==> config.mk <==
export PLATFORM = sky130hd
export DESIGN_NAME = tdc_trace_capture
export DESIGN_NICKNAME = d
export VERILOG_FILES = /design/src/rtl/tdc_pkg.sv /design/src/rtl/tdc_therm_encoder.sv /design/src/rtl/tdc_trace_capture.sv
export SDC_FILE = /design/constraint.sdc
export NUM_CORES = 2
export LEC_CHECK = 0
export CAP_MARGIN = 20
export CORE_ASPECT_RATIO = 1.1
export CORE_MARGIN = 1
export CORE_UTILIZATION = 55
export DETAILED_ROUTE_END_ITERATION = 6
export PLACE_DENSITY = 0.8
export SLEW_MARGIN = 20
export SYNTH_ARGS = -nofsm -noshare
export SYNTH_HDL_FRONTEND = slang
export SYNTH_SLANG_ARGS = --single-unit
==> constraint.sdc <==
create_clock -name clkSample -period 12 [get_ports clkSample]
set_input_delay 1.8 -clock clkSample [delete_from_list [all_inputs] [get_ports clkSample]]
set_output_delay 1.8 -clock clkSample [all_outputs]
set_load 0.01 [all_outputs]
==> src/rtl/tdc_pkg.sv <==
// Shared types and constants for the TDC sensor readers.
package tdc_pkg;

    typedef enum logic [2:0] {
        IDLE,
        PRE,
        ARMED,
        POST,
        DRAIN
    } tdc_state_e;

    localparam int DEF_LEN   = 32;
    localparam int DEF_DEPTH = 256;
    localparam int DEF_PRE   = 32;

    // Width of a propagation-depth code able to hold 0..len.
    function automatic int W(input int len);
        return $clog2(len + 1);
    endfunction

endpackage

==> src/rtl/tdc_therm_encoder.sv <==
// Two-stage pipelined popcount of a TDC tap vector: half sums, then total.
// Counting ones rather than locating the first edge makes the code
// insensitive to bubbles in the thermometer.
module tdc_therm_encoder
    import tdc_pkg::*;
#(
    parameter int g_LEN = DEF_LEN
) (
    input  logic                   clkSample,
    input  logic                   rst_n,
    input  logic [g_LEN-1:0]       taps_i,
    output logic [W(g_LEN)-1:0]    code_o
);

    localparam int CW = W(g_LEN);
    localparam int LO = g_LEN / 2;
    localparam int HI = g_LEN - LO;
    localparam int HW = W(HI);

    logic [HW-1:0] lo_d, lo_q, hi_d, hi_q;
    logic [CW-1:0] code_d, code_q;

    // Count ones in each half of the tap vector.
    always_comb begin
        lo_d = '0;
        hi_d = '0;
        for (int i = 0; i < LO; i++) lo_d = lo_d + HW'(taps_i[i]);
        for (int i = LO; i < g_LEN; i++) hi_d = hi_d + HW'(taps_i[i]);
        code_d = CW'(lo_q) + CW'(hi_q);
    end

    // Pipeline registers: half sums at stage one, full code at stage two.
    always_ff @(posedge clkSample or negedge rst_n) begin
        if (!rst_n) begin
            lo_q   <= '0;
            hi_q   <= '0;
            code_q <= '0;
        end else begin
            lo_q   <= lo_d;
            hi_q   <= hi_d;
            code_q <= code_d;
        end
    end

    assign code_o = code_q;

endmodule

==> src/rtl/tdc_trace_capture.sv <==
// Trace capture around an activity trigger: encodes every sample, keeps a
// pre-trigger history in a circular RAM and drains the frozen trace
// oldest-first over a valid/ready stream.
module tdc_trace_capture
    import tdc_pkg::*;
#(
    parameter int g_LEN   = DEF_LEN,
    parameter int g_DEPTH = DEF_DEPTH,
    parameter int g_PRE   = DEF_PRE
) (
    input  logic                        clkSample,
    input  logic                        rst_n,
    input  logic [g_LEN-1:0]            clkProp,
    input  logic                        arm,
    input  logic                        trig_in,
    output logic [W(g_LEN)-1:0]         out_data,
    output logic                        out_valid,
    input  logic                        out_ready,
    output logic                        out_last,
    output logic                        busy,
    output logic [$clog2(g_DEPTH)-1:0]  trig_idx
);

    localparam int CW = W(g_LEN);
    localparam int AW = $clog2(g_DEPTH);
    localparam logic [AW-1:0] PRE_C   = AW'(g_PRE);
    localparam logic [AW-1:0] POST_C  = AW'(g_DEPTH - g_PRE - 1);
    localparam logic [AW:0]   RC_FULL = (AW + 1)'(g_DEPTH);
    localparam logic [AW:0]   RC_LAST = (AW + 1)'(g_DEPTH - 1);

    tdc_state_e     state_q, state_d;
    logic [AW-1:0]  wp_q, wp_d;
    logic [AW-1:0]  fc_q, fc_d;
    logic [AW-1:0]  pc_q, pc_d;
    logic [AW-1:0]  rp_q, rp_d;
    logic [AW:0]    rc_q, rc_d;
    logic           valid_q, valid_d;
    logic           last_q, last_d;
    logic           sync1_q, sync2_q, sync3_q;
    logic [AW-1:0]  trig_idx_q;
    logic [CW-1:0]  rdata_q;
    logic [CW-1:0]  code;
    logic           wr_en, rd_en, trig_edge;

    logic [CW-1:0]  mem [g_DEPTH];

    tdc_therm_encoder #(.g_LEN(g_LEN)) u_enc (
        .clkSample (clkSample),
        .rst_n     (rst_n),
        .taps_i    (clProp_unused_guard(clkProp)),
        .code_o    (code)
    );

    function automatic logic [g_LEN-1:0] clProp_unused_guard(input logic [g_LEN-1:0] v);
        return v;
    endfunction

    // Two-flop synchroniser plus one history flop for rising-edge detection.
    always_ff @(posedge clkSample or negedge rst_n) begin
        if (!rst_n) begin
            sync1_q <= 1'b0;
            sync2_q <= 1'b0;
            sync3_q <= 1'b0;
        end else begin
            sync1_q <= trig_in;
            sync2_q <= sync1_q;
            sync3_q <= sync2_q;
        end
    end

    assign trig_edge = sync2_q & ~sync3_q;

    // Capture sequencing; the read pointer is loaded with the trace start at
    // the trigger so no separate start register is needed.
    always_comb begin
        state_d = state_q;
        wp_d    = wp_q;
        fc_d    = fc_q;
        pc_d    = pc_q;
        rp_d    = rp_q;
        rc_d    = rc_q;
        valid_d = valid_q;
        last_d  = last_q;
        wr_en   = 1'b0;
        rd_en   = 1'b0;
        case (state_q)
            IDLE: begin
                if (arm) begin
                    state_d = PRE;
                    wp_d    = '0;
                    fc_d    = '0;
                end
            end
            PRE: begin
                if (arm) begin
                    wp_d = '0;
                    fc_d = '0;
                end else begin
                    wr_en = 1'b1;
                    wp_d  = wp_q + 1'b1;
                    fc_d  = (fc_q == PRE_C) ? fc_q : fc_q + 1'b1;
                    if (fc_d == PRE_C) state_d = ARMED;
                end
            end
            ARMED: begin
                wr_en = 1'b1;
                wp_d  = wp_q + 1'b1;
                if (trig_edge) begin
                    rp_d    = wp_q - PRE_C;
                    rc_d    = '0;
                    pc_d    = POST_C;
                    state_d = (POST_C == '0) ? DRAIN : POST;
                end
            end
            POST: begin
                if (pc_q != '0) begin
                    wr_en = 1'b1;
                    wp_d  = wp_q + 1'b1;
                    pc_d  = pc_q - 1'b1;
                end
                if (pc_q <= AW'(1)) state_d = DRAIN;
            end
            DRAIN: begin
                if (valid_q && out_ready && last_q) begin
                    valid_d = 1'b0;
                    last_d  = 1'b0;
                    state_d = IDLE;
                end else if ((!valid_q || out_ready) && rc_q != RC_FULL) begin
                    rd_en   = 1'b1;
                    rp_d    = rp_q + 1'b1;
                    rc_d    = rc_q + 1'b1;
                    valid_d = 1'b1;
                    last_d  = (rc_q == RC_LAST);
                end
            end
            default: state_d = IDLE;
        endcase
    end

    // State, pointers, counters and stream flags.
    always_ff @(posedge clkSample or negedge rst_n) begin
        if (!rst_n) begin
            state_q    <= IDLE;
            wp_q       <= '0;
            fc_q       <= '0;
            pc_q       <= '0;
            rp_q       <= '0;
            rc_q       <= '0;
            valid_q    <= 1'b0;
            last_q     <= 1'b0;
            trig_idx_q <= PRE_C;
        end else begin
            state_q    <= state_d;
            wp_q       <= wp_d;
            fc_q       <= fc_d;
            pc_q       <= pc_d;
            rp_q       <= rp_d;
            rc_q       <= rc_d;
            valid_q    <= valid_d;
            last_q     <= last_d;
            trig_idx_q <= PRE_C;
        end
    end

    // Trace memory array, deliberately without reset.
    always_ff @(posedge clkSample) begin
        if (wr_en) mem[wp_q] <= code;
    end

    // Registered read doubling as the output holding register under stall.
    always_ff @(posedge clkSample or negedge rst_n) begin
        if (!rst_n) rdata_q <= '0;
        else if (rd_en) rdata_q <= mem[rp_q];
    end

    assign out_data  = rdata_q;
    assign out_valid = valid_q;
    assign out_last  = last_q;
    assign busy      = (state_q != IDLE);
    assign trig_idx  = trig_idx_q;

endmodule

# After elaboration in Yosys (flattened, before gate mapping)

Memories as Yosys holds them, arrays and structs flattened. A register that Yosys moved wholly into a read port is not among the register bits.
Cells that the tools add are included.

Input bits: 37
Memories: 1
Output and inout bits: 17
Word-level logic and storage cells: 129
Register bits after elaboration: 65
Bits in writable memories: 1,536

Memories:

| memory | depth | bits a word | read ports | clocked after Yosys merged registers in | wr ports | line                    | text |
|---|---|---|---|---|---|---|---|
| mem    | 256   | 6           | 1          | 1                                       | 1        | tdc_trace_capture.sv:45 | `logic [CW-1:0] mem [g_DEPTH];` |

Reduce and logical (&&, ||, !) cells: 20
Bitwise logic cells: 2
Mux-type cells: 37
Eq/ne operators: 17
Add/sub/neg operators: 37
Magnitude comparators: 1

Operator list:

| cell                                                                             | number |
|---|---|
| 5-bit by 1-bit adder with 5-bit output                                           | 28 |
| 8-bit 2-to-1 mux                                                                 | 10 |
| 8-bit one-hot mux with 2 select lines                                            | 3 |
| 8-bit one-hot mux with 4 select lines                                            | 1 |
| 9-bit 2-to-1 mux                                                                 | 3 |
| 8-bit by 1-bit adder with 8-bit output, second input constant                    | 3 |
| 3-bit 2-to-1 mux                                                                 | 6 |
| 2-bit != test, second input constant                                             | 9 |
| 9-bit one-hot mux with 2 select lines                                            | 1 |
| 8-bit by 6-bit == test with 1-bit output, second input constant                  | 2 |
| 3-bit one-hot mux with 5 select lines                                            | 1 |
| 1-bit 2-to-1 mux                                                                 | 11 |
| 9-bit by 1-bit adder with 9-bit output, second input constant                    | 1 |
| 9-bit by 8-bit == test with 1-bit output, second input constant                  | 1 |
| 9-bit != test, second input constant                                             | 1 |
| 8-bit by 1-bit less-or-equal comparator with 1-bit output, second input constant | 1 |
| 2-bit nonzero test                                                               | 4 |
| 8-bit nonzero test                                                               | 1 |
| 8-bit by 1-bit subtractor with 8-bit output, second input constant               | 1 |
| 8-bit by 6-bit subtractor with 8-bit output, second input constant               | 1 |
| 5-bit by 5-bit adder with 6-bit output                                           | 1 |
| 3-bit by 2-bit == test with 1-bit output, second input constant                  | 2 |
| 3-bit AND reduction                                                              | 2 |
| 6-bit AND reduction                                                              | 1 |
| 14 further kinds                                                                 | 19 |

# Depth between registers and ports, before layout

Depth in word-level cells: 15
Gate-level depth with buffers: 13
Depth with buffers taken out: 13

# Hierarchy

Synthesis repeated with hierarchy kept, for this count alone.

Cells, all modules: 3,339
Area, all modules: 64,648.3 µm²

Modules (own cells, without submodules):

| module            | seq. area each (µm²) | instances | cells an instance | area each (µm²) |
|---|---|---|---|---|
| tdc_trace_capture | 47,500.6             | 1         | 3,216             | 63,297.0 |
| tdc_therm_encoder | 400.4                | 1         | 123               | 1,351.3 |

# Least setup slack after synthesis

OpenSTA, ideal clock, no wires.

Kind: input port to flip-flop
Start: input clkProp[16]
End: register u_enc.hi_q[4]
Setup time: 0.119 ns
Buffers on the path: 0
Data required time: 11.881 ns
Slack: 7.094 ns
Arrival: 4.787 ns
Cell stages on the path: 11
Cell sequence: ha_1 > inv_1 > fa_1 > fa_1 > fa_1 > fa_1 > fa_1 > inv_1 > fa_1 > a21oi_1 > nor2b_1

Word-level cells in the longest chain between the ends: 15

Ends and longest elaborated chain:

| item                                                  | line                    | text |
|---|---|---|
| start: declaration                                    | tdc_trace_capture.sv:13 | `input logic [g_LEN-1:0] clkProp,` |
| 1-bit by 1-bit adder with 2-bit output                | tdc_therm_encoder.sv:28 | `for (int i = LO; i < g_LEN; i++) hi_d = hi_d + HW'(taps_i[i]);` |
| 5-bit by 1-bit adder with 5-bit output (14 in series) | tdc_therm_encoder.sv:28 |  |
| named net u_enc.hi_d[4]                               | tdc_therm_encoder.sv:20 | `logic [HW-1:0] lo_d, lo_q, hi_d, hi_q;` |
| end signal: assignment                                | tdc_therm_encoder.sv:40 | `hi_q <= hi_d;` |
| end: declaration                                      | tdc_therm_encoder.sv:20 |  |

The timed path passes the listed nets, and every way through them passes these cells.
A chain may end at the register's enable or synchronous reset.

# Final worst setup path

Start: input arm
End: memory mem[59][5] (netlist bit) (enable)

Word-level cells in the longest chain between the ends: 4

Ends and longest elaborated chain:

| item                                   | line                     | text |
|---|---|---|
| start: declaration                     | tdc_trace_capture.sv:14  | `input logic arm,` |
| 1-bit 2-to-1 mux                       | tdc_trace_capture.sv:95  | `if (arm) begin` |
| 1-bit one-hot mux with 3 select lines  | tdc_trace_capture.sv:86  | `case (state_q)` |
| 1-bit 2-to-1 mux                       | tdc_trace_capture.sv:167 | `if (wr_en) mem[wp_q] <= code;` |
| 1-bit 2-to-1 mux (not written as such) | tdc_trace_capture.sv:167 |  |
| end: declaration                       | tdc_trace_capture.sv:45  |  |

No other way between the ends.

==> flow_summary_export.csv <==
group,metric,value,unit
sta,fmax,0.2056,GHz
sta,drv_slew,0,
worst_setup_path,critPathKind,"in2reg",
synth,synth-main-ff-cell,"edfxtp_1",
route,totalWireLength,158500,um
cts,cts_max_path_buffers,3,
synth,ys_types,69,
cts,cts_made_buffers,152,
route,wl_per_cell,31.62,um
place,dpl.hpwl,90550,um
layout,syn2layout_area_growth,10.15,%
cts,cts.hold.buffers_added,0,
hold_path,hold_path_class,"reg2reg",
sta,finalSetupTns,0,ns
die,start_util,55.64,%
route,dr.pass1.iters,7,
die,ios,54,
worst_setup_path,r2r_end,"out_data[5]",
worst_setup_path,crit_fanout,16,
global_routing,grt-ovfl-total,0,
die,fp.dieW,329.1,um
route,drc,48,
cts,clk_latency,0.79,ns
global_routing,grt_pass1_wl,231600,um
cts,post_cts_buffers,0,
synth,syn_avg_cell_area,19.66,um2
route,viasPerCell,6.665,
sta,rsz0062_at_grt,"no",
worst_setup_path,setup.worst_path.end_class,"register",
outcome,violations,"DRC",
pwr,p_per_area,229.3,nW/um2
synth,ys_async_sr_fraction,4.418,%
sta,fin_crit_sh,40.53,%
die,core,116400,um2
global_routing,antenna_found_initial,4,
worst_setup_path,worstPathArrival,5.27,ns
sta,worst_slew_margin_rel,21.61,%
cts,ctsHtreeMaxLevel,4,
global_routing,track_usage,27.06,%
place,io_buffers,45,
hold_path,whs_path_depth,0,
place,gp_congestion,0.8955,
synth,ys_ff_latch,1607,
global_routing,first_global_vias,34038,
route,drtIter0Drc,5062,
cts,cts-resized-gates,0,
route,vias,33397,
die,die_y,361.9,um
sta,min_period,4.863,ns
global_routing,grt_max_degree,218,
place,placed_area,66430,um2
cts,clk_pin_slew_worst_paths,0.06,ns
cts,cts_tree,"yes",
route,ant_nets,0,
hold_path,min_to,"sync2_q",
worst_setup_path,r2r_start,"rp_q[1]",
hold_path,hold_path_startpoint,"sync1_q",
synth,syn_area,64750,um2
layout,fill_cells,7653,
worst_setup_path,worst-r2r-setup-slack,7.15,ns
cts,clkSinkCount,1607,
layout,design_area,71320,um2
synth,synth_seq_area_share,73.98,%
worst_setup_path,cp-start-kind,"input pin",
worst_setup_path,worst-r2r-cell-count,8,
cts,cts_root_buffer,"clkbuf_16",
sta,skew,0.03512,ns
outcome,status,"complete, but fails checks",
sta,tightest_slew,1.176,ns
synth,ys_warn_count,0,
layout,drive_gt1_share,20.30,%
flow_run,cap_viol_max_count,0,
synth,synth_edf_count,1536,
pwr,vdd_drop_max,0.1940,mV
synth,postSynthCellCount,3294,
die,fp-row-count,131,
pwr,leakage,22.16,nW
sta,hold_violations,0,
worst_setup_path,required,12.41,ns
layout,nNetsFinal,3447,
die,dieArea,119100,um2
sta,setup_viol,0,
## logic make-up after synthesis
family | Yosys count | share of synthesized area (%)
compound gates | 254 | 2.599
xor+xnor | 26 | 0.3517
fa+ha+maj | 51 | 1.229
buf+inv | 272 | 2.331
flops | 1607 | 73.98
mux | 525 | 15.74
other cells | 2 | 0.01160
simple gates | 557 | 3.751
## state kept, by name, summed over array words and instances, names as in the netlist
name	flops
rc_q	9
state_q	3
u_enc.lo_q	5
fc_q	8
out_last	1
out_valid	1
u_enc.code_o	6
wp_q	8
sync1_q	1
sync2_q	1
mem	1536
sync3_q	1
rp_q	8
u_enc.hi_q	5
pc_q	8
out_data	6
## synthesized netlist by cell type (5+ instances only)
| cell type | number | area, um2 |
|---|---|---|
| buf_2 | 65 | 325.3 |
| inv_1 | 71 | 266.5 |
| o22ai_1 | 26 | 162.7 |
| nand2b_1 | 13 | 81.33 |
| a22o_1 | 7 | 61.31 |
| nor3_1 | 24 | 120.1 |
| xnor2_1 | 13 | 113.9 |
| or3_1 | 6 | 37.54 |
| o22a_1 | 6 | 52.55 |
| dfrtp_1 | 71 | 1777 |
| o21ai_0 | 53 | 265.3 |
| o221ai_1 | 7 | 61.31 |
| ha_1 | 30 | 375.4 |
| a221oi_1 | 12 | 105.1 |
| clkbuf_1 | 63 | 236.5 |
| buf_8 | 6 | 90.09 |
| buf_1 | 14 | 52.55 |
| o211ai_1 | 8 | 60.06 |
| buf_4 | 23 | 172.7 |
| fa_1 | 21 | 420.4 |
| mux2_2 | 15 | 168.9 |
| a2111oi_0 | 6 | 52.55 |
| nand3_1 | 25 | 125.1 |
| buf_6 | 25 | 281.5 |
| nor3b_1 | 5 | 37.54 |
| or2_2 | 6 | 37.54 |
| mux2i_1 | 118 | 1181 |
| edfxtp_1 | 1536 | 46120 |
| nor4_1 | 14 | 87.58 |
| mux4_2 | 388 | 8738 |
| a22oi_1 | 7 | 52.55 |
| a21oi_1 | 57 | 285.3 |
| xor2_1 | 13 | 113.9 |
| o21ai_1 | 5 | 25.02 |
| nor2_1 | 320 | 1201 |
| and2_1 | 7 | 43.79 |
| a21o_1 | 6 | 45.04 |
| nor2b_1 | 28 | 175.2 |
| nand4_1 | 7 | 43.79 |
| nand2_1 | 89 | 334.1 |
| a211oi_1 | 19 | 142.6 |
## through the flow
| stage | hold slack (ns) | instances | setup slack, ns | util (%) | total power, mW |
|---|---|---|---|---|---|
| final | 0.3643 | 5011 | 7.137 | 61.28 | 16.36 |
| after floorplan | 0.3312 | 3300 | 7.094 | - | 10.30 |
| after CTS | 0.3721 | 5005 | 7.197 | 61.22 | 16.31 |
| after global routing | 0.3715 | 5007 | 7.029 | 61.28 | 16.76 |
| after global placement | 0.3521 | 4732 | 6.464 | 57.08 | 11.55 |
| after detailed placement | 0.3503 | 4732 | 6.458 | 57.08 | 11.64 |
## how the worst max path moves through the flow
stage	to	start	cells after the start
after floorplan	u_enc.hi_q[4]	clkProp[16]	11
after global placement	u_enc.lo_q[4]	clkProp[0]	12
after detailed placement	mem[59][1]	arm	6
after CTS	out_data[5]	rp_q[1]	8
after global routing	mem[59][5]	arm	6
final	mem[59][5]	arm	6
## layer usage
layer / track usage [%] / wire length (um) / vias up
met5: 0 / 13 / -
met1: 35.70 / 55080 / 17076
li1: - / - / 13405
met4: 14.12 / 9132 / 2
met2: 42.37 / 75990 / 2438
met3: 6.196 / 18250 / 476
## critical path: stages
cell and delay (ns):
clkdlybuf4s50_1 0.63, nor3b_1 0.30, o21a_1 0.33, nor3b_1 0.71
nand3_1 0.76, nor2_1 0.73
## cells in the final DEF (no fill, tap or decap), types with 12 or more instances in the layout
cell             count
a211oi_1            19
clkinv_2            23
fa_1                21
a21oi_1             57
clkbuf_16          157
nor2_1             320
inv_1               70
nand3_1             21
nor3_1              24
nand2b_1            13
buf_4               55
a221oi_1            12
clkdlybuf4s50_1     44
mux2_2              15
clkinv_1            32
nor2b_1             28
mux2i_1            118
xnor2_1             13
nor4_1              14
o21ai_0             53
o22ai_1             26
xor2_1              13
edfxtp_1          1536
dfrtp_1             60
mux4_2             388
ha_1                30
clkbuf_1            28
nand2_1             89
## final cells by class
class	count	area, um2	share of cell area [%]
Clock inverter	84	725.7	1.018
Tap cell	1529	1913	2.682
Multi-Input combinational cell	1421	15400	21.59
Antenna cell	4	10.01	0.01403
Sequential cell	1607	47940	67.22
Timing Repair Buffer	105	972.2	1.363
Clock buffer	189	4089	5.733
Inverter	72	272.8	0.3824
## report_power, final
part | total, mW | internal, mW | leakage [nW] | switching [mW]
Sequential | 7.36 | 6.96 | 14.5 | 0.401
Combinational | 4.30 | 1.60 | 5.33 | 2.70
Clock | 4.70 | 2.64 | 2.35 | 2.07
No activity file was read; power rests on OpenSTA's default activity.
